$ cat config.mk
export PLATFORM = sky130hd
export DESIGN_NAME = pll_mdrp_ctrl
export DESIGN_NICKNAME = d
export VERILOG_FILES = /design/src/rtl/pll_mdrp_pkg.sv /design/src/rtl/pll_mdclk_gen.sv /design/src/rtl/pll_mdrp_ctrl.sv
export SDC_FILE = /design/constraint.sdc
export NUM_CORES = 1
export LEC_CHECK = 0
export ABC_CLOCK_PERIOD_IN_PS = 2250
export CELL_PAD_IN_SITES_DETAIL_PLACEMENT = 0
export CELL_PAD_IN_SITES_GLOBAL_PLACEMENT = 1
export CORE_MARGIN = 4
export CORE_UTILIZATION = 41
export DETAILED_ROUTE_END_ITERATION = 8
export GPL_TIMING_DRIVEN = 0
export HOLD_SLACK_MARGIN = 0.15
export PLACE_DENSITY_LB_ADDON = 0.1
export SLEW_MARGIN = 0
export SYNTH_ARGS = -nofsm -noshare
export SYNTH_HDL_FRONTEND = slang
export SYNTH_SLANG_ARGS = --single-unit
$ cat constraint.sdc
create_clock -name clk -period 2.25 [get_ports clk]
set_input_delay 0.45 -clock clk [delete_from_list [all_inputs] [get_ports clk]]
set_output_delay 0.45 -clock clk [all_outputs]
set_load 0.01 [all_outputs]
$ cat src/rtl/pll_mdrp_pkg.sv
// Shared opcodes and controller state encoding for the PLL modulation-port master.
package pll_mdrp_pkg;

   localparam logic [1:0] OPC_NOP = 2'b00;
   localparam logic [1:0] OPC_WR  = 2'b01;
   localparam logic [1:0] OPC_RD  = 2'b10;
   localparam logic [1:0] OPC_RST = 2'b11;

   typedef enum logic [2:0] {
      IDLE    = 3'd0,
      RST_PTR = 3'd1,
      INC     = 3'd2,
      ACCESS  = 3'd3,
      RD_WAIT = 3'd4,
      DONE    = 3'd5
   } state_t;

endpackage

$ cat src/rtl/pll_mdclk_gen.sv
// Free-running modulation clock: toggles every CLK_DIV clk cycles.
// The rise/fall strobes are high in the clk cycle whose closing edge
// flips mdclk, so logic clocked by that edge changes together with mdclk.
module pll_mdclk_gen #(
   parameter int CLK_DIV = 4
) (
   input  logic clk,
   input  logic resetn,
   output logic mdclk,
   output logic rise,
   output logic fall
);

   localparam int            CW       = (CLK_DIV > 2) ? $clog2(CLK_DIV) : 1;
   localparam logic [CW-1:0] CNT_LAST = CW'(CLK_DIV - 1);

   logic [CW-1:0] cnt_r;
   logic          mdclk_r;
   logic          wrap_s;

   assign wrap_s = (cnt_r == CNT_LAST);
   assign rise   = wrap_s & ~mdclk_r;
   assign fall   = wrap_s &  mdclk_r;
   assign mdclk  = mdclk_r;

   // Half-period counter; mdclk flips each time the counter wraps.
   always_ff @(posedge clk or negedge resetn) begin
      if (!resetn) begin
         cnt_r   <= '0;
         mdclk_r <= 1'b0;
      end else if (wrap_s) begin
         cnt_r   <= '0;
         mdclk_r <= ~mdclk_r;
      end else begin
         cnt_r   <= cnt_r + 1'b1;
      end
   end

endmodule

$ cat src/rtl/pll_mdrp_ctrl.sv
// Single-byte register access master for the PLL modulation port.
// Translates each request into pointer-reset / increment / access steps,
// one step per mdclk period, with all step outputs updated on mdclk falls.
module pll_mdrp_ctrl
   import pll_mdrp_pkg::*;
#(
   parameter int CLK_DIV = 4,
   parameter int ADDR_W  = 7
) (
   input  logic              clk,
   input  logic              resetn,
   input  logic              req_valid,
   output logic              req_ready,
   input  logic              req_write,
   input  logic [ADDR_W-1:0] req_addr,
   input  logic [7:0]        req_wdata,
   output logic              resp_valid,
   output logic [7:0]        resp_rdata,
   output logic              busy,
   output logic              mdclk,
   output logic [1:0]        mdopc,
   output logic              mdainc,
   output logic [7:0]        mdwdi,
   input  logic [7:0]        mdrdo
);

   state_t            state_r;
   logic [ADDR_W-1:0] ptr_r;
   logic              ptr_valid_r;
   logic [ADDR_W-1:0] addr_r;
   logic              write_r;
   logic [7:0]        wdata_r;
   logic              start_r;
   logic              ready_r;
   logic              busy_r;
   logic              resp_valid_r;
   logic [7:0]        rdata_r;
   logic [1:0]        mdopc_r;
   logic              mdainc_r;
   logic [7:0]        mdwdi_r;

   logic              fall_s;
   logic              rise_unused_s;
   logic              accept_s;
   logic              need_rst_s;

   pll_mdclk_gen #(.CLK_DIV(CLK_DIV)) u_mdclk_gen (
      .clk    (clk),
      .resetn (resetn),
      .mdclk  (mdclk),
      .rise   (rise_unused_s),
      .fall   (fall_s)
   );

   assign accept_s   = req_valid && ready_r;
   assign need_rst_s = !ptr_valid_r || (addr_r < ptr_r);

   assign req_ready  = ready_r;
   assign busy       = busy_r;
   assign resp_valid = resp_valid_r;
   assign resp_rdata = rdata_r;
   assign mdopc      = mdopc_r;
   assign mdainc     = mdainc_r;
   assign mdwdi      = mdwdi_r;

   // Request acceptance and step sequencing; steps advance only on mdclk falls.
   always_ff @(posedge clk or negedge resetn) begin
      if (!resetn) begin
         state_r      <= IDLE;
         ptr_r        <= '0;
         ptr_valid_r  <= 1'b0;
         addr_r       <= '0;
         write_r      <= 1'b0;
         wdata_r      <= 8'h00;
         start_r      <= 1'b0;
         ready_r      <= 1'b1;
         busy_r       <= 1'b0;
         resp_valid_r <= 1'b0;
         rdata_r      <= 8'h00;
         mdopc_r      <= OPC_NOP;
         mdainc_r     <= 1'b0;
         mdwdi_r      <= 8'h00;
      end else begin
         resp_valid_r <= 1'b0;

         // Only reachable in IDLE or in the DONE cycle, where ready_r is high.
         if (accept_s) begin
            addr_r  <= req_addr;
            write_r <= req_write;
            wdata_r <= req_wdata;
            start_r <= 1'b1;
            ready_r <= 1'b0;
            busy_r  <= 1'b1;
         end

         case (state_r)
            IDLE: begin
               if (start_r && fall_s) begin
                  start_r <= 1'b0;
                  if (need_rst_s) begin
                     state_r     <= RST_PTR;
                     mdopc_r     <= OPC_RST;
                     mdainc_r    <= 1'b0;
                     ptr_r       <= '0;
                     ptr_valid_r <= 1'b1;
                  end else if (addr_r != ptr_r) begin
                     state_r  <= INC;
                     mdopc_r  <= OPC_NOP;
                     mdainc_r <= 1'b1;
                     ptr_r    <= ptr_r + 1'b1;
                  end else begin
                     state_r  <= ACCESS;
                     mdopc_r  <= write_r ? OPC_WR : OPC_RD;
                     mdainc_r <= 1'b0;
                     mdwdi_r  <= write_r ? wdata_r : mdwdi_r;
                  end
               end
            end
            // ptr_r already reflects the pointer after the current step.
            RST_PTR, INC: begin
               if (fall_s) begin
                  if (addr_r != ptr_r) begin
                     state_r  <= INC;
                     mdopc_r  <= OPC_NOP;
                     mdainc_r <= 1'b1;
                     ptr_r    <= ptr_r + 1'b1;
                  end else begin
                     state_r  <= ACCESS;
                     mdopc_r  <= write_r ? OPC_WR : OPC_RD;
                     mdainc_r <= 1'b0;
                     mdwdi_r  <= write_r ? wdata_r : mdwdi_r;
                  end
               end
            end
            ACCESS: begin
               if (fall_s) begin
                  mdopc_r  <= OPC_NOP;
                  mdainc_r <= 1'b0;
                  if (write_r) begin
                     state_r      <= DONE;
                     resp_valid_r <= 1'b1;
                     ready_r      <= 1'b1;
                     busy_r       <= 1'b0;
                  end else begin
                     state_r      <= RD_WAIT;
                  end
               end
            end
            // The PLL has had a full step to present read data.
            RD_WAIT: begin
               if (fall_s) begin
                  rdata_r      <= mdrdo;
                  state_r      <= DONE;
                  resp_valid_r <= 1'b1;
                  ready_r      <= 1'b1;
                  busy_r       <= 1'b0;
               end
            end
            DONE: begin
               state_r <= IDLE;
            end
            default: begin
               state_r <= IDLE;
            end
         endcase
      end
   end

endmodule
Yosys cells after proc, flatten, opt, wreduce, memory -nomap -nowiden
Cells that the tools add are included.
- equal/unequal tests: 11
- $add $sub $neg: 2
- bitwise gates (word level): 2
- reduce and logical (&&, ||, !) cells: 14
- $lt $le $gt $ge: 1
- mux-type cells: 50
- operators with widths (kind ; count):
    8-bit two-way mux ; 5
    7-bit two-way mux ; 4
    1-bit two-way mux ; 21
    2-bit two-way mux ; 8
    8-bit case mux with 2 select lines ; 1
    7-bit case mux with 2 select lines ; 1
    3-bit two-way mux ; 4
    3-bit case mux with 4 select lines ; 1
    4-bit AND reduction ; 3
    2-bit != test, second input constant ; 5
    7-bit by 1-bit adder with 7-bit output, second input constant ; 1
    7-bit less-than comparator ; 1
    7-bit != test ; 1
    3-bit by 2-bit equality test with 1-bit output, second input constant ; 2
    1-bit case mux with 2 select lines ; 3
    2-bit case mux with 3 select lines ; 1
    3-bit AND reduction ; 2
    3-bit by 1-bit equality test with 1-bit output, second input constant ; 1
    3-bit equality test, second input constant ; 1
    3-bit zero test ; 1
    1-bit case mux with 3 select lines ; 1
    3-bit nonzero test ; 1
    2-bit by 1-bit adder with 2-bit output, second input constant ; 1
    2-bit equality test, second input constant ; 1
    other kinds (8) ; 9
- bits of input ports: 27
- output and inout port bits: 23
- register bits after elaboration: 53

Longest topological paths before layout
Gate-level depths: netlist (run 1).
- depth after elaboration: 5
- depth in mapped cells: 7

Hierarchy
Synthesis (run 1) repeated with hierarchy kept, for this count alone.
- cell total of the unflattened synthesis: 206
- area, all modules: 2516.2 µm²
- modules (own cells, without submodules) (module ; cells each ; instances ; area an instance (µm²)):
    pll_mdrp_ctrl ; 198 ; 1 ; 2402.3
    pll_mdclk_gen ; 8 ; 1 ; 113.9

Worst setup path after synthesis (run 1)
Ideal clock, no wire load.
- path type: register -> register
- from: register ptr_r[2]
- to: register mdainc_r, in the netlist mdainc
- arrival time: 1.662 ns
- setup slack: 0.466 ns
- cell stages (with the launch flop): 8
- clock period less this slack: 1.784 ns
- cell sequence: dfrtp_1 inv_1 ha_1 a21oi_1 a211o_1 buf_2 o211ai_2 a32o_1
- longest elaborated chain between the ends: 5
- ends and longest elaborated chain (item ; line ; source):
    start, declared ; pll_mdrp_ctrl.sv:28 ; logic [ADDR_W-1:0] ptr_r;
    start signal, assigned ; pll_mdrp_ctrl.sv:110 ; ptr_r <= ptr_r + 1'b1;
    start signal, assigned ; pll_mdrp_ctrl.sv:126 ; ptr_r <= ptr_r + 1'b1;
    7-bit less-than comparator / 7-bit != test (equally long branches) ; pll_mdrp_ctrl.sv:56, pll_mdrp_ctrl.sv:106, pll_mdrp_ctrl.sv:122 ;
    1-bit logical OR / 1-bit two-way mux (equally long branches) ; pll_mdrp_ctrl.sv:56, pll_mdrp_ctrl.sv:106, pll_mdrp_ctrl.sv:122 ;
    1-bit two-way mux ; pll_mdrp_ctrl.sv:100 ; if (need_rst_s) begin
    1-bit two-way mux ; pll_mdrp_ctrl.sv:98 ; if (start_r && fall_s) begin
    1-bit case mux with 3 select lines (*) ; pll_mdrp_ctrl.sv:96 ; case (state_r)
    end signal, assigned ; pll_mdrp_ctrl.sv:103 ; mdainc_r <= 1'b0;
    end signal, assigned ; pll_mdrp_ctrl.sv:109 ; mdainc_r <= 1'b1;
    end signal, assigned ; pll_mdrp_ctrl.sv:114 ; mdainc_r <= 1'b0;
    end, declared ; pll_mdrp_ctrl.sv:39 ; logic mdainc_r;
Mark *: on every way between the ends. The rest lies on a longest branch, timed or not. The select of a mux whose other input is x is not followed.
A chain may end at the register's enable or synchronous reset.

Final worst setup path (run 1)
Ends and elaborated chain as after synthesis.

==> results of run 1 <==
-- stage by stage --
step	instances	util, %	instance area [um^2]
after floorplan	231	-	2640
after global placement	355	52.8	3220
after detailed placement	356	53.1	3240
after CTS	365	55.0	3350
after global routing	367	55.3	3370
final	367	55.3	3370
-- placed cells by master, fill, tap and decap left out, types with 2 or more instances in the layout --
cell | synthesis | layout
a21oi_1 | 12 | 12
a221o_1 | 2 | 2
a31o_1 | 3 | 3
and3_1 | 9 | 9
buf_2 | 5 | 6
buf_4 | 0 | 2
buf_6 | 2 | 2
clkbuf_1 | 3 | 4
clkbuf_8 | 0 | 5
clkdlybuf4s50_1 | 0 | 48
dfrtp_1 | 52 | 52
ha_1 | 9 | 9
inv_1 | 12 | 12
mux2_1 | 8 | 8
mux2_2 | 14 | 14
nand2_1 | 7 | 7
nand3_1 | 24 | 24
nand3_2 | 2 | 2
nand4_1 | 4 | 4
nor2_1 | 3 | 3
nor3_1 | 2 | 2
o2111ai_1 | 8 | 8
o211ai_2 | 2 | 2
o21a_1 | 2 | 2
o21ai_0 | 16 | 16
o22a_1 | 2 | 2
-- power by group --
part | internal, uW | switching [uW]
Sequential | 1160 | 151
Combinational | 588 | 586
Clock | 331 | 301
Total | 2070 | 1040
-- final timing paths --
| kind | startpoint | end | slack, ns |
|---|---|---|---|
| min | u_mdclk_gen.cnt_r[0] | u_mdclk_gen.cnt_r[0] | 0.44 |
| max in group asynchronous | resetn | req_ready | 1.01 |
| min in group asynchronous | resetn | ptr_r[4] | 0.64 |
| max reg2reg | ptr_r[2] | mdainc | 0.15 |
| max | ptr_r[2] | mdainc | 0.15 |
| min reg2reg | u_mdclk_gen.cnt_r[0] | u_mdclk_gen.cnt_r[0] | 0.44 |
-- cells by family after synthesis --
kind of cell,Yosys count,share of synthesized area (%)
and+or+nand+nor,63,14.8
adders and majority gates,9,4.27
buffers and inverters,22,3.94
AOI/OAI and AO/OA,60,16.6
muxes,22,9.40
DFF,53,50.4
xor gates and xnor gates,2,0.665
-- sequential cells by signal (all words and copies together) (netlist names), 2 cells and up --
name and cells:
u_mdclk_gen.cnt_r 2, mdwdi 8, mdopc 2, ptr_r 7, wdata_r 8, resp_rdata 8
state_r 3, addr_r 7
-- per-layer routing --
| metal | GRT usage, % | up-vias | share of wire [%] |
|---|---|---|---|
| li1 | - | 989 | - |
| met1 | 24.4 | 967 | 51 |
| met2 | 23.2 | 46 | 43 |
| met3 | 3.76 | 6 | 5.0 |
| met4 | 3.71 | 0 | 0.88 |
| met5 | 0 | - | 0 |
-- repair_timing --
action | CTS | global route
hold buffers | 1 | 0
setup buffers | 0 | 2
gates resized for setup | 0 | 0
endpoints found under the hold margin | 19 | 0
setup endpoints to repair | 0 | 1
-- area by class of cell --
class	instances	share of cell area [%]
clock inverter	2	1.04
timing repair buffer	53	15.8
inverter	12	1.34
tap	75	2.79
buffer	10	1.75
sequential	53	39.4
clock buffer	6	2.15
multi-input combinational	156	35.8
==> flow_summary.json, run 1 <==
{
  "fmax_mhz": 476,
  "min_period_ns": 2.10,
  "area_growth_pct": 27.8,
  "setup_tns_ns": 0,
  "wl_per_cell_um": 15.9,
  "setup_viol": 0,
  "crit_path_start_kind": "flip-flop",
  "cts-root-buf": "clkbuf_8",
  "drv_cap": 0,
  "crit_arrival_ns": 2.29,
  "synth.most_common_cell": "dfrtp_1",
  "outcome": "completed",
  "via_per_inst": 5.47,
  "pin_count": 50,
  "period_share_pct": 93.3,
  "drtAntennaViolNets": 0,
  "ys_warn_count": 0,
  "critical_path.max_stage_delay_ns": 0.39,
  "start_util_pct": 43.2,
  "multiInputGateArea_um2": 1200,
  "fin_nets": 327,
  "hold_depth": 1,
  "holdWs_ns": 0.443,
  "yosys.area.top_type": "dfrtp_1",
  "crit_path_max_fanout": 9,
  "routed_wl_mm": 5.83,
  "peakVddDrop_uv": 567,
  "fin_skew_ns": 0.00713,
  "cts_buffers": 5,
  "die_width_um": 88.2,
  "core_area_um2": 6100,
  "r2r_cells": 7,
  "fillers": 557,
  "io_buffers": 49,
  "place_hpwl_mm": 4.46,
  "grt_pass1_vias": 1965,
  "regArea_um2": 1330,
  "p_leak_uw": 0.00143,
  "critical_path_buf_inv_count": 2,
  "hold_viol": 0,
  "power_density_nw_per_um2": 924,
  "async_flop_share_pct": 100,
  "pre_cts_slack_ns": 0.150,
  "worstSetupPathDepth": 7,
  "total_power_uw": 3110,
  "critPathTopFamily": "compound AO/OA/AOI/OAI gates",
  "netlist_top_cells_area": "dfrtp_1, mux2_2, nand3_1, ha_1, mux2_1",
  "tightest_slew_ns": 0.667,
  "gp_congestion": 0.787,
  "required_ns": 2.44,
  "grt_pass1_wl_mm": 9.77,
  "synthCells": 231,
  "ys_types": 51,
  "ys_ff_latch": 53,
  "drtIter0Drc": 125,
  "synth_area_per_cell_um2": 11.4,
  "yosysSeqAreaShare_pct": 50.4,
  "setup_ws_ns": 0.151,
  "maxSlewHeadroom_pct": 55.5,
  "grt_max_degree": 35,
  "cts_tree": "done",
  "synth_edf_count": 0,
  "n_antenna_cell": 0,
  "clk_pin_slew_ns": 0.09,
  "die-area_um2": 7780,
  "dr.pass1.iters": 4,
  "grt.total_usage_pct": 16.1,
  "min_path_type": "reg2reg",
  "ys.flop_type": "dfrtp_1",
  "drc": 0,
  "netlist_area_um2": 2640,
  "rows": 28,
  "crit_path_cell_trace": "inv_1, ha_1, a21oi_1, a211o_1, buf_2, o211ai_2, a32o_1",
  "die_h_um": 88.2,
  "synthesis.nets": 267,
  "layout-drive-gt1-share_pct": 15.8,
  "grt_antenna_before_repair": 0,
  "dr_total_vias": 2008,
  "slowest_stage": "dfrtp_1",
  "grt_overflow_total": 0,
  "cts.path.max_buffers": 2,
  "clock-sinks": 53,
  "yosysTopAreaCellShare_pct": 49.4,
  "h-tree-depth": 2,
  "synth_common_cells": "dfrtp_1, nand3_1, o21ai_0",
  "cp-end-kind": "flip-flop",
  "worstSetupPathType": "reg2reg",
  "insertion_delay_ns": 0.30,
  "finalMaxSlewViolations": 0,
  "rsz0062_at_grt": "false"
}
No activity file was read; power rests on OpenSTA's default activity.
==> run 2: changes to the inputs <==
--- a/config.mk
+++ b/config.mk
@@ -5,7 +5,6 @@
 export SDC_FILE = /design/constraint.sdc
 export NUM_CORES = 1
 export LEC_CHECK = 0
-export ABC_CLOCK_PERIOD_IN_PS = 2250
 export CELL_PAD_IN_SITES_DETAIL_PLACEMENT = 0
 export CELL_PAD_IN_SITES_GLOBAL_PLACEMENT = 1
 export CORE_MARGIN = 4
@@ -14,6 +13,7 @@
 export GPL_TIMING_DRIVEN = 0
 export HOLD_SLACK_MARGIN = 0.15
 export PLACE_DENSITY_LB_ADDON = 0.1
+export REMOVE_ABC_BUFFERS = 1
 export SLEW_MARGIN = 0
 export SYNTH_ARGS = -nofsm -noshare
 export SYNTH_HDL_FRONTEND = slang
==> run 2 against run 1 <==
Utilization is 0.84 points lower; register-to-register slack better by 0.07 ns; setup slack better by 0.069 ns; critical path depth is 1 lower; first-iteration DRC count is 12% lower; total power is 0.45% higher; highest routed layer unchanged.
==> flow_summary.json, run 2 (synthesized netlist as in run 1, its figures left out) <==
{
  "min_path_type": "in2async",
  "setup_tns_ns": 0,
  "total_power_uw": 3130,
  "min_period_ns": 2.03,
  "postLayoutCoreUtil_pct": 54.4,
  "start_util_pct": 43.2,
  "setup_viol": 0,
  "drc": 0,
  "cp-end-kind": "flip-flop",
  "cts-root-buf": "clkbuf_8",
  "fin_skew_ns": 0.0122,
  "top_layer_used": "met4",
  "worstSetupPathType": "reg2reg",
  "required_ns": 2.45,
  "n_antenna_cell": 0,
  "maxSlewHeadroom_pct": 38.5,
  "layout-drive-gt1-share_pct": 14.5,
  "place_hpwl_mm": 4.07,
  "final_cell_mix": "dfrtp_1, clkdlybuf4s50_1, nand3_1, o21ai_0, mux2_2",
  "outcome": "completed",
  "rsz0062_at_grt": "false",
  "grt.total_usage_pct": 16.3,
  "finalMaxSlewViolations": 0,
  "cts_buffers": 5,
  "die_h_um": 88.2,
  "die-area_um2": 7780,
  "drtAntennaViolNets": 0,
  "dr.pass1.iters": 4,
  "grt_pass1_vias": 1969,
  "cts.path.max_buffers": 2,
  "rows": 28,
  "pre_cts_slack_ns": 0.0248,
  "regArea_um2": 1330,
  "clock-sinks": 53,
  "peakVddDrop_uv": 441,
  "crit_path_start_kind": "flip-flop",
  "drv_cap": 0,
  "h-tree-depth": 2,
  "dr_wl_met3_um": 277,
  "tightest_slew_ns": 0.923,
  "area_growth_pct": 25.8,
  "grt_overflow_total": 0,
  "postPlaceCellArea_um2": 3180,
  "postCtsHoldBufs": 0,
  "wl_per_cell_um": 16.2,
  "period_share_pct": 90.2,
  "final_common_cell": "dfrtp_1",
  "clk_pin_slew_ns": 0.10,
  "gp_congestion": 0.749,
  "stdcell_area_um2": 3320,
  "crit_path_max_fanout": 10,
  "dr_total_vias": 1971,
  "cts_tree": "done",
  "pin_count": 50,
  "met1_length_mm": 2.78,
  "core_area_um2": 6100,
  "setup_ws_ns": 0.220,
  "multiInputGateArea_um2": 1210,
  "io_buffers": 49,
  "routed_wl_mm": 5.80,
  "fillers": 570,
  "drtIter0Drc": 110,
  "p_leak_uw": 0.00140,
  "wl_met2_mm": 2.69,
  "die_width_um": 88.2,
  "hold_viol": 0,
  "grt_antenna_before_repair": 0,
  "via_per_inst": 5.52,
  "fmax_mhz": 493,
  "grt_pass1_wl_mm": 9.80,
  "reg2reg_slack_ns": 0.22,
  "crit_arrival_ns": 2.23,
  "power_density_nw_per_um2": 942,
  "grt_max_degree": 30,
  "insertion_delay_ns": 0.31,
  "fin_nets": 317
}
==> run 2: path summary, 6_finish.rpt <==
| kind | from | end | cells past startpoint |
|---|---|---|---|
| max in group asynchronous | resetn | req_ready | 2 |
| min in group clk | u_mdclk_gen.cnt_r[0] | u_mdclk_gen.cnt_r[0] | 1 |
| worst min-delay path | resetn | ptr_r[2] | 1 |
| worst max-delay path | ptr_r[4] | mdainc | 6 |
| worst min register to register | u_mdclk_gen.cnt_r[0] | u_mdclk_gen.cnt_r[0] | 1 |
| worst max register to register | ptr_r[4] | mdainc | 6 |
==> run 2: layout make-up <==
type                       instances  share of cell area, %
clock buffer                       7                   2.60
multi-input combinational        156                   36.4
tap                               75                   2.83
clock inverter                     1                  0.905
inverter                          12                   1.36
sequential                        53                   40.0
timing repair buffer              53                   15.9
==> run 2: critical path, cell delays in order, from the launching register on <==
cell      delay [ns]
dfrtp_1         0.36
inv_1           0.13
ha_1            0.28
a21oi_1         0.21
o22a_1          0.44
o211ai_2        0.23
a32o_1          0.29
==> run 2: report_power, final <==
group          internal (uW)  switching [uW]  total, uW
clock network            363             307        670
logic                    562             558       1120
registers               1160             180       1340
==> run 2: repair_timing <==
action / 4_1_cts / 5_1_grt
setup endpoints to repair: 0 / 10
resized for setup: 0 / 1
buffers inserted: 0 / 3
==> run 2: per-stage QoR <==
stage	hold slack [ns]	std cells
after floorplan	0.154	221
after global placement	0.412	345
after detailed placement	0.418	346
after CTS	0.164	354
after global routing	0.176	357
final	0.144	357
==> run 2: layer usage <==
layer	global-route usage, %	vias up
met4	3.30	0
met2	25.2	38
met3	5.08	4
met1	22.9	960
met5	0	-
li1	-	969
